### src/rtl/load_hazard_scoreboard.sv
// Issue-stage load-use/WAW scoreboard for the 4-slot VLIW bundle.
// Per-register countdowns track in-flight load destinations until their data is forwardable.
module load_hazard_scoreboard #(
  parameter int unsigned LOAD_LATENCY = 3,
  parameter int unsigned CNT_W        = 4
) (
  input  logic        clk,
  input  logic        rst_n,
  input  logic        issue_valid,
  input  logic        ext_stall,
  input  logic [4:0]  ixu1_rs1,
  input  logic [4:0]  ixu1_rs2,
  input  logic [4:0]  ixu2_rs1,
  input  logic [4:0]  ixu2_rs2,
  input  logic [4:0]  lsu_rs1,
  input  logic [4:0]  lsu_rs2,
  input  logic [4:0]  branch_rs1,
  input  logic [4:0]  branch_rs2,
  input  logic [4:0]  ixu1_rd,
  input  logic [4:0]  ixu2_rd,
  input  logic [4:0]  lsu_rd,
  input  logic        ixu1_nop,
  input  logic        ixu2_nop,
  input  logic        lsu_nop,
  input  logic        branch_nop,
  input  logic        lsu_is_load,
  output logic        stall,
  output logic        issue_fire,
  output logic [31:0] busy_mask,
  output logic [31:0] stall_cycles
);

  localparam logic [CNT_W-1:0] LoadInit = CNT_W'(LOAD_LATENCY - 1);

  logic [CNT_W-1:0] cnt_q [32];
  logic [CNT_W-1:0] cnt_d [32];
  logic [31:0]      busy;
  logic [31:0]      stall_cycles_q;
  logic             hz;
  logic             set_load;

  always_comb begin
    busy = '0;
    for (int r = 1; r < 32; r++) begin
      busy[r] = (cnt_q[r] != '0);
    end
  end

  // Sources and live destinations of every non-nop slot must be idle.
  always_comb begin
    hz = 1'b0;
    if (!ixu1_nop) begin
      hz = hz | busy[ixu1_rs1] | busy[ixu1_rs2] | ((ixu1_rd != 5'd0) & busy[ixu1_rd]);
    end
    if (!ixu2_nop) begin
      hz = hz | busy[ixu2_rs1] | busy[ixu2_rs2] | ((ixu2_rd != 5'd0) & busy[ixu2_rd]);
    end
    if (!lsu_nop) begin
      hz = hz | busy[lsu_rs1] | busy[lsu_rs2] | ((lsu_rd != 5'd0) & busy[lsu_rd]);
    end
    if (!branch_nop) begin
      hz = hz | busy[branch_rs1] | busy[branch_rs2];
    end
  end

  always_comb begin
    stall      = rst_n & issue_valid & hz;
    issue_fire = rst_n & issue_valid & ~hz & ~ext_stall;
  end

  assign set_load = issue_fire & lsu_is_load & ~lsu_nop & (lsu_rd != 5'd0);

  // Set wins over decrement; everything holds under ext_stall.
  always_comb begin
    for (int r = 0; r < 32; r++) begin
      cnt_d[r] = cnt_q[r];
      if (!ext_stall && cnt_q[r] != '0) begin
        cnt_d[r] = cnt_q[r] - CNT_W'(1);
      end
      if (set_load && lsu_rd == 5'(r)) begin
        cnt_d[r] = LoadInit;
      end
    end
    cnt_d[0] = '0;
  end

  always_ff @(posedge clk) begin
    if (!rst_n) begin
      for (int r = 0; r < 32; r++) begin
        cnt_q[r] <= '0;
      end
      stall_cycles_q <= '0;
    end else begin
      for (int r = 0; r < 32; r++) begin
        cnt_q[r] <= cnt_d[r];
      end
      if (stall && stall_cycles_q != 32'hFFFF_FFFF) begin
        stall_cycles_q <= stall_cycles_q + 32'd1;
      end
    end
  end

  assign busy_mask    = busy;
  assign stall_cycles = stall_cycles_q;

endmodule
### config.mk
export PLATFORM = sky130hd
export DESIGN_NAME = load_hazard_scoreboard
export DESIGN_NICKNAME = d
export VERILOG_FILES = /design/src/rtl/load_hazard_scoreboard.sv
export SDC_FILE = /design/constraint.sdc
export NUM_CORES = 1
export LEC_CHECK = 0
export BUFFER_PORTS_ARGS = -buffer_cell sky130_fd_sc_hd__buf_2
export CORE_ASPECT_RATIO = 1.2
export CORE_MARGIN = 2
export CORE_UTILIZATION = 58
export CTS_CLUSTER_SIZE = 28
export DETAILED_ROUTE_END_ITERATION = 8
export PLACE_DENSITY = 0.88
export RECOVER_POWER = 100
export SYNTH_ARGS = -nofsm -noshare
export SYNTH_HDL_FRONTEND = slang
export SYNTH_SLANG_ARGS = --single-unit
### constraint.sdc
create_clock -name clk -period 11.6 [get_ports clk]
set_input_delay 3.48 -clock clk [delete_from_list [all_inputs] [get_ports clk]]
set_output_delay 3.48 -clock clk [all_outputs]
set_load 0.005 [all_outputs]
Word-level counts from Yosys, hierarchy flattened. Memory sizes are Yosys's and may differ from the RTL's. Index checks and enable logic that the tools add are counted. Widths: inputs -> output; s select.

Bits in registers: 32. Latch bits: 0. RAM bits: 128. Bits in read-only memories: 0. Input port bits: 64. Memories: 1.

Add/subtract/negate cells: 32. Multiply operators: 0. Divide/modulo/power cells: 0. Order comparisons: 11. Eq/ne operators: 32. Shifts and indexed selects: 0. Mux-type cells: 122. Bitwise operators: 55. Reductions and logical operators: 98.

Memory list: cnt_q (words 32, width 4, rd ports 31, clocked after Yosys merged registers in 0, write ports 32, RTL line 35) `logic [CNT_W-1:0] cnt_q [32];`.

Operators with widths (number): $mux 4 (94); $reduce_bool 4->1 (31); $sub 4x1->4 const B (31); $eq 5x5->1 const B (16); $lt 5x6->1 const B (11); $logic_and 1x1->1 (63); $bmux 1 s5 (11); $or 1x1->1 (42); $eq 5x4->1 const B (8); $add 32x1->32 const B (1); $ne 32x32->1 const B (1); $eq 5x3->1 const B (4); $mux 1 (17); $reduce_bool 5->1 (3); $and 1x1->1 (10); $eq 5x2->1 const B (2); $eq 5x1->1 const B (1); $not 1->1 (3); $logic_not 1->1 (1).

Logic depth before layout (Yosys ltp). An unclocked memory read counts as a cell.

Depth in word-level cells: 27. Mapped depth: 15. Gate-level depth less buffers: 13.

Least setup slack after synthesis. OpenSTA, ideal clock, no wires.

Kind: input port to output port. Start: input port ixu1_rs1[0]. End: output port stall. Arrival time: 5.914 ns. Data required time: 8.120 ns. Path slack: 2.206 ns. Stages on the path: 10. Buffers on the path: 3. Cell sequence: clkbuf_1 -> mux4_2 -> a2111oi_0 -> a31o_1 -> o31ai_1 -> or4_1 -> nor3_2 -> buf_2 -> buf_4 -> nor2_1.

Word-level cells in the longest chain between the ends: 17.

Ends and longest elaborated chain: start, declared (RTL line 11) `input logic [4:0] ixu1_rs1,`; $bmux 1 s5 (*) (RTL line 53) `hz = hz | busy[ixu1_rs1] | busy[ixu1_rs2] | ((ixu1_rd != 5'd0) & busy[ixu1_rd]);`; $mux 1 (not written as such) (*) (RTL line 53); $or 1x1->1 (*) (2 in a row) (RTL line 53); $mux 1 (*) (RTL line 52) `if (!ixu1_nop) begin`; $or 1x1->1 (3 in a row) (RTL line 56) `hz = hz | busy[ixu2_rs1] | busy[ixu2_rs2] | ((ixu2_rd != 5'd0) & busy[ixu2_rd]);`; $mux 1 (*) (RTL line 55) `if (!ixu2_nop) begin`; $or 1x1->1 (3 in a row) (RTL line 59) `hz = hz | busy[lsu_rs1] | busy[lsu_rs2] | ((lsu_rd != 5'd0) & busy[lsu_rd]);`; $mux 1 (*) (RTL line 58) `if (!lsu_nop) begin`; $or 1x1->1 (2 in a row) (RTL line 62) `hz = hz | busy[branch_rs1] | busy[branch_rs2];`; $mux 1 (*) (RTL line 61) `if (!branch_nop) begin`; $and 1x1->1 (*) (RTL line 67) `stall = rst_n & issue_valid & hz;`; end, declared (RTL line 27) `output logic stall,`.

Mark *: on every way between the ends. The rest lies on a longest branch, timed or not. The select of a mux whose other input is x is not followed.

Worst setup path after layout.
Start: input port ixu1_rs1[0]. End: output port issue_fire.

Word-level cells in the longest chain between the ends: 19.

Ends and longest elaborated chain: $bmux 1 s5 (*) (RTL line 53); $mux 1 (not written as such) (*) (RTL line 53); $or 1x1->1 (*) (2 in a row) (RTL line 53); $mux 1 (*) (RTL line 52); $or 1x1->1 (3 in a row) (RTL line 56); $mux 1 (*) (RTL line 55); $or 1x1->1 (3 in a row) (RTL line 59); $mux 1 (*) (RTL line 58); $or 1x1->1 (2 in a row) (RTL line 62); $mux 1 (*) (RTL line 61); $not 1->1 (*) (RTL line 68) `issue_fire = rst_n & issue_valid & ~hz & ~ext_stall;`; $and 1x1->1 (*) (2 in a row) (RTL line 68); end, declared (RTL line 28) `output logic issue_fire,`.

Marked as above.

==> impl_metrics.ini <==
[critical_path]
crit_fanout = 16
path_class = input port to primary output
cp.required_ns = 8.12
critPathArrivalTime_ns = 6.71
worstSetupStartpointType = input port
worst_setup_path_end_kind = primary output

[floorplanning]
fp-row-count = 56
fp.dieArea_mm2 = 0.0209
fp.dieW_um = 132
initial_utilization_pct = 58.7
pin_count = 130
core_area_mm2 = 0.0195
die_y_um = 158

[pwr]
comb_power_share_pct = 62.6
p_sw_mw = 1.67
peakVddDrop_uv = 145
p_sw_share_pct = 46.9
p_seq_share_pct = 21.7
clockPowerShare_pct = 15.7
p_per_area_mw_per_mm2 = 281
p_leak_nw = 4.87
p_int_mw = 1.89

[timing]
rsz0062_at_grt = no
skew_ns = 0.0221
timing.hold.ws_ns = 0.486
min_period_ns = 10.19
finalSetupTns_ns = 0
tightest_slew_ns = 2.63
finalSetupViolations = 0
hold_violations = 0
post-route-period-util_pct = 87.8
finalMaxSlewViolations = 215
max_clock_freq_mhz = 98.2
slew_headroom_pct = -75.3

[route]
drtAntennaViolNets = 0
vias = 11600
viasPerCell = 6.61
drt-total-wl_um = 34100
post_drt_wl_per_cell_um = 19.4
first_pass_iters = 9
dr.first_iter.drc_count = 1263
drc = 0

[final_layout]
final_cell_mix = dfxtp_1 (156), inv_1 (120), nor2_1 (120)
final_nets = 1584
fillers = 1621
areaGrowthSynthToFinish_pct = 10.8
antenna_cells = 0
drive_gt1_share_pct = 16.6
layout_commonest_cell = dfxtp_1
seq_area_mm2 = 0.00312
multi_input_area_mm2 = 0.00736

[synthesis]
synth_edf_count = 0
synthAdderAreaFrac_pct = 3.50
synth-main-ff-cell = dfxtp_1
syn-cell-area_mm2 = 0.0114
synth-simple-area-share_pct = 26.7
synth.area.mux_share_pct = 15.2
synth_top_family_by_area = simple AND/OR/NAND/NOR gates
synth_cell_type_count = 72
yosysSeqAreaShare_pct = 27.3
yosys_register_bits = 156
synth_fp_nets = 1509
synth_xor_xnor_area_share_pct = 2.37
synth_cells = 1413
synth_compound_area_share_pct = 16.8
ys_warn_count = 0
synth.avg_cell_area_um2 = 8.10
async_flop_share_pct = 0

[grt]
antenna_found_initial = 0
grt_pass1_vias = 10900
grt.overflow.total = 0
grt_max_degree = 101
grt_pass1_wl_um = 54100
grtUsageTotal_pct = 32.3

[clock_tree]
clk_pin_slew_ns = 0.06
numCtsBuffers = 17
cts_hold_buffers = 0
cts_tree = yes
cts_num_sinks = 156
cts-resized-gates = 0
post_cts_buffers = 0
clock_latency_ns = 0.45
root_buffer = clkbuf_16
cts_buffer_depth = 2
htree_levels = 4

[min_path]
hp-class = flop to flop

[job]
max_cap_violations = 5

[placement]
hpwl_um = 22800
portBuffers = 128
gp_congestion = 0.953

[outcome]
outcome = complete, but fails checks
violations = max-capacitance violations, max-slew violations
==> power by group through the flow <==
stage	Combinational, mW	Sequential [mW]	Clock (mW)
6_report	2.23	0.774	0.558
5_1_grt	2.35	0.791	0.580
4_1_cts	2.21	0.771	0.561
3_5_place_dp	2.18	0.781	0
3_3_place_gp	2.14	0.774	0
2_1_floorplan	1.49	0.756	0
==> synth_stat cells (22+ instances only) <==
| cell type | count | area, um2 |
|---|---|---|
| dfxtp_1 | 156 | 3120 |
| inv_1 | 121 | 454 |
| nor2_1 | 120 | 450 |
| nand2_1 | 103 | 387 |
| a21oi_1 | 88 | 440 |
| clkbuf_1 | 80 | 300 |
| o21ai_0 | 54 | 270 |
| mux4_2 | 53 | 1190 |
| nor3_1 | 44 | 220 |
| nor3b_1 | 44 | 330 |
| mux2i_1 | 43 | 430 |
| nand2b_1 | 39 | 244 |
| nand3_1 | 36 | 180 |
| ha_1 | 32 | 400 |
| xnor2_1 | 31 | 272 |
| nand4_1 | 30 | 188 |
| or4_1 | 29 | 218 |
| a211oi_1 | 25 | 188 |
| o22ai_1 | 24 | 150 |
| and3_1 | 22 | 138 |
==> area by class of cell <==
cell class / count / share of cell area, %
Multi-Input combinational cell: 1020 / 58.1
Sequential cell: 156 / 24.6
Timing Repair Buffer: 163 / 6.23
Inverter: 130 / 3.86
Clock buffer: 19 / 3.57
Tap cell: 261 / 2.58
Clock inverter: 13 / 1.06
==> critical path, cell delays in order <==
cell	delay, ns
clkbuf_1	0.59
mux4_2	0.59
a2111oi_0	0.49
a31o_1	0.17
o31ai_1	0.07
or4_1	0.41
nor3_1	0.36
nand2_1	0.12
clkinv_1	0.20
clkbuf_1	0.23
==> metal layers <==
layer	up-vias	part of all wire [%]	global-route usage, %
li1	5328	-	-
met1	5292	37	38.1
met2	814	45	52.1
met3	209	12	7.46
met4	0	6.9	23.2
met5	-	0	0
==> state kept, by name, indices dropped and copies added (netlist names) <==
signal and count:
cnt_q 124, stall_cycles 32
==> worst paths after layout <==
kind	slack, ns	cells after the start	start	to
setup reg to reg	4.37	12	cnt_q[0][32]	cnt_q[0][12]
hold reg to reg	0.49	2	stall_cycles[6]	stall_cycles[6]
setup / recovery	1.41	10	ixu1_rs1[0]	issue_fire
hold / removal	0.49	2	stall_cycles[6]	stall_cycles[6]
==> kinds of logic after synthesis <==
family	after synthesis
simple gates	550
compound gates	300
buf+inv	237
fa+ha+maj	32
other cells	1
flops	156
xor+xnor	31
mux	106
==> per-stage QoR <==
step	power (mW)	utilization, %	setup slack (ns)	instances	cell area (um2)
finish	3.56	65.1	1.41	1762	12700
global route	3.72	65.1	1.07	1762	12700
CTS	3.54	65.9	1.87	1762	12800
detailed placement	2.96	62.8	1.87	1730	12200
global placement	2.91	62.8	1.94	1730	12200
floorplan	2.25	-	2.21	1413	11400
(Power assumes the default switching activity.)
